==> src/rtl/security_pkg.sv <==
// Shared types and constants for the security device front panel.
package security_pkg;

    localparam int unsigned DIGIT_W = 4;
    localparam int unsigned BUF_W   = 16;
    localparam int unsigned FAIL_W  = 3;

    typedef enum logic [1:0] {
        ST_ENTRY   = 2'd0,
        ST_CHECK   = 2'd1,
        ST_OPEN    = 2'd2,
        ST_LOCKOUT = 2'd3
    } state_t;

    localparam logic [DIGIT_W-1:0] KEY_CLEAR = 4'hC;
    localparam logic [DIGIT_W-1:0] KEY_ENTER = 4'hE;

    localparam logic [1:0] MODE_OPEN   = 2'b00;
    localparam logic [1:0] MODE_LOCKED = 2'b01;
    localparam logic [1:0] MODE_ALARM  = 2'b10;
    localparam logic [1:0] MODE_BLANK  = 2'b11;

    // Banner shown for each controller state.
    function automatic logic [1:0] mode_of(state_t s);
        case (s)
            ST_OPEN:    return MODE_OPEN;
            ST_LOCKOUT: return MODE_ALARM;
            default:    return MODE_LOCKED;
        endcase
    endfunction

endpackage

==> src/rtl/cycle_timer.sv <==
// Loadable down-counter that stops at zero; zero flag is registered.
module cycle_timer #(
    parameter int unsigned WIDTH = 4
) (
    input  logic             clk,
    input  logic             reset,
    input  logic             load,
    input  logic [WIDTH-1:0] value,
    output logic             zero
);

    logic [WIDTH-1:0] count;

    // Load takes priority; otherwise count down and hold at zero.
    always_ff @(posedge clk) begin
        if (reset) begin
            count <= '0;
            zero  <= 1'b1;
        end else if (load) begin
            count <= value;
            zero  <= (value == '0);
        end else if (count != '0) begin
            count <= count - WIDTH'(1);
            zero  <= (count == WIDTH'(1));
        end
    end

endmodule

==> src/rtl/code_entry_ctrl.sv <==
// Passcode entry / check / open / lockout sequencer for the display and lock.
// Optional feature: define CODE_CHANGE_EN to allow changing the code while open.
module code_entry_ctrl
    import security_pkg::*;
#(
    parameter int unsigned OPEN_CYCLES    = 100_000_000,
    parameter int unsigned LOCKOUT_CYCLES = 500_000_000,
    parameter int unsigned MAX_FAIL       = 3,
    parameter logic [15:0] RESET_CODE     = 16'h1234
) (
    input  logic        clk,
    input  logic        reset,
    input  logic        key_valid,
    input  logic [3:0]  key_code,
    output logic [15:0] digits,
    output logic [1:0]  disp_mode,
    output logic [3:0]  valid,
    output logic        unlock,
    output logic        alarm
);

    localparam int unsigned MAX_CYC = (OPEN_CYCLES > LOCKOUT_CYCLES) ? OPEN_CYCLES : LOCKOUT_CYCLES;
    localparam int unsigned TW      = (MAX_CYC > 1) ? $clog2(MAX_CYC) : 1;

    state_t              state_q, state_d;
    logic [BUF_W-1:0]    digits_d;
    logic [3:0]          valid_d;
    logic [FAIL_W-1:0]   fail_q, fail_d;
    logic [BUF_W-1:0]    stored_code;
    logic                tmr_load;
    logic [TW-1:0]       tmr_value;
    logic                tmr_zero;

    logic is_digit, is_clear, is_enter, buf_full, buf_empty, last_fail;

    assign is_digit  = (key_code <= 4'd9);
    assign is_clear  = (key_code == KEY_CLEAR);
    assign is_enter  = (key_code == KEY_ENTER);
    assign buf_full  = (valid == 4'hF);
    assign buf_empty = (valid == 4'h0);
    assign last_fail = ((4'({1'b0, fail_q}) + 4'd1) == 4'(MAX_FAIL));

`ifdef CODE_CHANGE_EN
    logic [BUF_W-1:0] code_q, code_d;
    assign stored_code = code_q;

    // Programmable code register, reverts to the reset code.
    always_ff @(posedge clk) begin
        if (reset) code_q <= RESET_CODE;
        else       code_q <= code_d;
    end
`else
    assign stored_code = RESET_CODE;
`endif

    cycle_timer #(.WIDTH(TW)) u_timer (
        .clk   (clk),
        .reset (reset),
        .load  (tmr_load),
        .value (tmr_value),
        .zero  (tmr_zero)
    );

    // State register.
    always_ff @(posedge clk) begin
        if (reset) state_q <= ST_ENTRY;
        else       state_q <= state_d;
    end

    // Next state, buffer, fail counter and timer control.
    always_comb begin
        state_d   = state_q;
        digits_d  = digits;
        valid_d   = valid;
        fail_d    = fail_q;
        tmr_load  = 1'b0;
        tmr_value = '0;
`ifdef CODE_CHANGE_EN
        code_d    = code_q;
`endif
        case (state_q)
            ST_ENTRY: begin
                if (key_valid) begin
                    if (is_digit && !buf_full) begin
                        digits_d = {digits[11:0], key_code};
                        valid_d  = {valid[2:0], 1'b1};
                    end else if (is_clear) begin
                        digits_d = '0;
                        valid_d  = '0;
                    end else if (is_enter && buf_full) begin
                        state_d = ST_CHECK;
                    end
                end
            end
            ST_CHECK: begin
                digits_d = '0;
                valid_d  = '0;
                if (digits == stored_code) begin
                    fail_d    = '0;
                    state_d   = ST_OPEN;
                    tmr_load  = 1'b1;
                    tmr_value = TW'(OPEN_CYCLES - 1);
                end else if (last_fail) begin
                    fail_d    = '0;
                    state_d   = ST_LOCKOUT;
                    tmr_load  = 1'b1;
                    tmr_value = TW'(LOCKOUT_CYCLES - 1);
                end else begin
                    fail_d  = fail_q + FAIL_W'(1);
                    state_d = ST_ENTRY;
                end
            end
            ST_OPEN: begin
                if (tmr_zero) begin
                    state_d  = ST_ENTRY;
                    digits_d = '0;
                    valid_d  = '0;
                end else if (key_valid) begin
`ifdef CODE_CHANGE_EN
                    if (is_digit && !buf_full) begin
                        digits_d = {digits[11:0], key_code};
                        valid_d  = {valid[2:0], 1'b1};
                    end else if (is_enter && buf_full) begin
                        code_d   = digits;
                        digits_d = '0;
                        valid_d  = '0;
                        state_d  = ST_ENTRY;
                    end else if (is_clear) begin
                        digits_d = '0;
                        valid_d  = '0;
                        if (buf_empty) state_d = ST_ENTRY;
                    end
`else
                    if (is_clear) state_d = ST_ENTRY;
`endif
                end
            end
            ST_LOCKOUT: begin
                if (tmr_zero) state_d = ST_ENTRY;
            end
            default: state_d = ST_ENTRY;
        endcase
    end

    // Registered datapath and state-decoded outputs.
    always_ff @(posedge clk) begin
        if (reset) begin
            digits    <= '0;
            valid     <= '0;
            fail_q    <= '0;
            disp_mode <= MODE_LOCKED;
            unlock    <= 1'b0;
            alarm     <= 1'b0;
        end else begin
            digits    <= digits_d;
            valid     <= valid_d;
            fail_q    <= fail_d;
            disp_mode <= mode_of(state_d);
            unlock    <= (state_d == ST_OPEN);
            alarm     <= (state_d == ST_LOCKOUT);
        end
    end

endmodule
==> config.mk <==
export PLATFORM = sky130hd
export DESIGN_NAME = code_entry_ctrl
export DESIGN_NICKNAME = d
export VERILOG_FILES = /design/src/rtl/security_pkg.sv /design/src/rtl/cycle_timer.sv /design/src/rtl/code_entry_ctrl.sv
export SDC_FILE = /design/constraint.sdc
export NUM_CORES = 1
export LEC_CHECK = 0
export BUFFER_PORTS_ARGS = -buffer_cell sky130_fd_sc_hd__clkbuf_2
export CAP_MARGIN = 20
export CORE_MARGIN = 3
export CORE_UTILIZATION = 30
export CTS_CLUSTER_DIAMETER = 40
export DETAILED_ROUTE_END_ITERATION = 16
export MAX_ROUTING_LAYER = met4
export PLACE_DENSITY = 0.44
export REMOVE_ABC_BUFFERS = 1
export SLEW_MARGIN = 15
export SYNTH_ARGS = -nofsm -noshare
export SYNTH_HDL_FRONTEND = slang
export SYNTH_SLANG_ARGS = --single-unit
export TNS_END_PERCENT = 1
==> constraint.sdc <==
create_clock -name clk -period 4.22 [get_ports clk]
set_input_delay 0.422 -clock clk [delete_from_list [all_inputs] [get_ports clk]]
set_output_delay 0.422 -clock clk [all_outputs]
set_load 0.02 [all_outputs]
==> run metrics <==
outcome complete, no violations; worst hold path class input port to register; top_reg_cell synth dfxtp_1; sequential area share after synthesis about 42%; multiplexer area fraction after synthesis less than 1%; final period demand of the worst path 2.703 ns; number of post-CTS setup repair buffers 0; Syn. warnings 0; via count of the first global-routing pass around 2.2k; die width 101.8 um; Worst EP required 4.42 ns; Slew Limit Fails 0; post-synth top area share 42.14%; Post-synth EDFFs 0; clock buffer count from CTS 9; gpl congestion 0.7398; via count 2281; GRT overflow 0; Unique masters post-synth between 40 and 50; Mapped Cells 314; flop and latch count out of synthesis 58; Row Count 34; number of diodes 0; worst path arrival time 2.90 ns; Max Clock Skew 0.01099 ns; # IOs 31; Worst R2R Path Depth 6; global-route wire length before repair 11.04 mm; max_cap viols 0; Hold Path Cell Cnt 3; compound-gate portion of the synthesized area 15.58%; Slew Limit Headroom 54.68%; largest net degree at the start of global routing 31; Worst-Margin Slew 0.6736 ns; clk root buf clkbuf_8; initial antenna violation count 0; PD cells approximately 740 mW/mm^2; hold path endpoint digits[0]; drt drc 0; dpl cell area 0.003005 mm^2; CTS Hold Bufs 0; Detail Route Antenna Nets 0; Worst path slowest cell or4_1; post-layout instance area about 0.0032 mm^2; routed wire length 6.276 mm; clock-pin slew on the worst setup and hold paths roughly 0.070 ns; post-route setup TNS 0 ns; Initial DRT Pass Iterations 5; Tot GR Track Use 13.82%; Syn-to-layout area delta 16.03%; # setup viols final 0; # nets final 359; CP endpoint kind register; post-synthesis simple-gate area fraction about a quarter; die height ~100 um; Fin. Hold Viols 0; Fmax achieved 370.0 MHz; worst reg2reg path startpoint u_timer.count[8]; Mean Syn Cell Area between 8 and 9 um^2; die footprint 0.01037 mm^2; top-count cell post-synth dfxtp_1; Commonest cells post-synth dfxtp_1, nor2_1, a21oi_1; FF-to-FF setup slack 1.52 ns; xor and xnor fraction of the mapped netlist area 7.947%; largest family of logic cells by synthesized area simple AND/OR/NAND/NOR gates; critical-path maximum fanout 19; WP buf/inv 0; P_leak roughly 1.3 nW; crit share post-route between 60% and 70%; vias per cell 5.035; TritonCTS clock tree built; H-tree depth 3; IO buf count 30; Clock Path Buffers 2; routed len/inst 13.85 um; Placement Setup Slack 1.530 ns; Synth Area in Adders 4.541%; cell taking the most area after synthesis dfxtp_1; Worst R2R End u_timer.count[5]; max incr delay on CP ~0.67 ns; DRT iter0 DRCs 58; Setup Crit Path Kind register to register; fraction of registers with async set/reset 0%; worst path cell trace or4_1, nor4_2, nand4_2, nand4b_1, xor2_1, a21oi_1; Clk Latency, worst-skew pair 0.34 ns; core footprint 0.008806 mm^2; fin worst setup slack between 1.5 and 2 ns; startpoint types register; share of cells above drive strength 1 17.68%; detailed placement HPWL 4.296 mm; top cell family by delay on the critical path simple AND/OR/NAND/NOR gates; Worst Min Path Start key_code[0]; Mapped Area around 0.0028 mm^2; initial core utilization 31.29%; RSZ-0062 raised after global routing false; VDD IR max roughly 0.22 mV; Area contributors post-synth dfxtp_1, nor2_1, xor2_1; CTS sink count 58; post-CTS sizing 0
## registers in the layout, indices dropped and copies added (netlist names)
signal and flops:
u_timer.count 29, digits 16, valid 4, fail_q 3
disp_mode 2, state_q 2, u_timer.zero 1, unlock 1
## power breakdown
group,total (mW),leakage (nW),internal [mW],switching [mW]
registers,0.807,0.472,0.679,0.128
logic,1.03,0.697,0.437,0.598
clock network,0.513,0.101,0.296,0.216
## cell families after synthesis
| kind of cell | Yosys count |
|---|---|
| flip-flops | 58 |
| AO/OA/AOI/OAI | 67 |
| AND/OR/NAND/NOR | 125 |
| adder cells (fa/ha/maj) | 10 |
| buffers and inverters | 28 |
| XOR/XNOR | 25 |
| multiplexers | 1 |
## cells in the final DEF (no fill, tap or decap), types with 4 or more instances in the layout
cell and instances:
a21oi_1 25, clkbuf_8 11, xor2_1 18, xnor2_1 7
nand4b_1 4, nor3_1 8, inv_1 11, nand3_1 14
nor2_1 45, clkbuf_2 30, nand4_1 4, or4_1 5
ha_1 10, nand2_1 13, a22oi_1 19, o21ai_0 9
buf_4 4, dfxtp_1 58
## tightest hold or removal path: stages
cell      delay, ns
clkbuf_2       0.09
a22oi_1        0.06
nor2_1         0.07
## final cells by class
class | instances | area, um^2
fill | 928 | 5609
inverter | 11 | 41.29
tap | 108 | 135.1
multi-input combinational | 228 | 1488
clock inverter | 3 | 40.04
timing repair buffer | 34 | 180.2
clock buffer | 11 | 151.4
sequential | 58 | 1161
## metal layers
| layer | up-vias | GRT usage, % | part of all wire, % |
|---|---|---|---|
| met1 | 1060 | 18.17 | 50 |
| met4 | 0 | 4.541 | 1.2 |
| met2 | 49 | 20.72 | 45 |
| met3 | 7 | 3.686 | 3.8 |
| li1 | 1165 | - | - |
| met5 | - | - | 0 |
## through the flow
stage                     hold slack, ns  total power, mW  instances  utilization (%)
after floorplan                   0.4478            1.644        297                -
after global placement            0.4786            1.858        439            34.13
after detailed placement          0.4818            1.854        439            34.13
after CTS                         0.3297            2.384        453            36.30
after global routing              0.3557            2.562        453            36.30
final                             0.3428            2.354        453            36.30
## worst max path at each step
| stage | endpoint | start | depth (start not counted) | slack (ns) |
|---|---|---|---|---|
| after CTS | u_timer.count[5] | u_timer.count[8] | 6 | 1.52 |
| after global placement | u_timer.count[5] | u_timer.count[8] | 6 | 1.49 |
| after global routing | u_timer.count[7] | u_timer.count[8] | 6 | 1.35 |
| after detailed placement | u_timer.count[3] | u_timer.count[8] | 6 | 1.53 |
| final | u_timer.count[5] | u_timer.count[8] | 6 | 1.52 |
| after floorplan | digits[0] | key_code[2] | 6 | 1.42 |
Power figures use the tool's default switching activity.
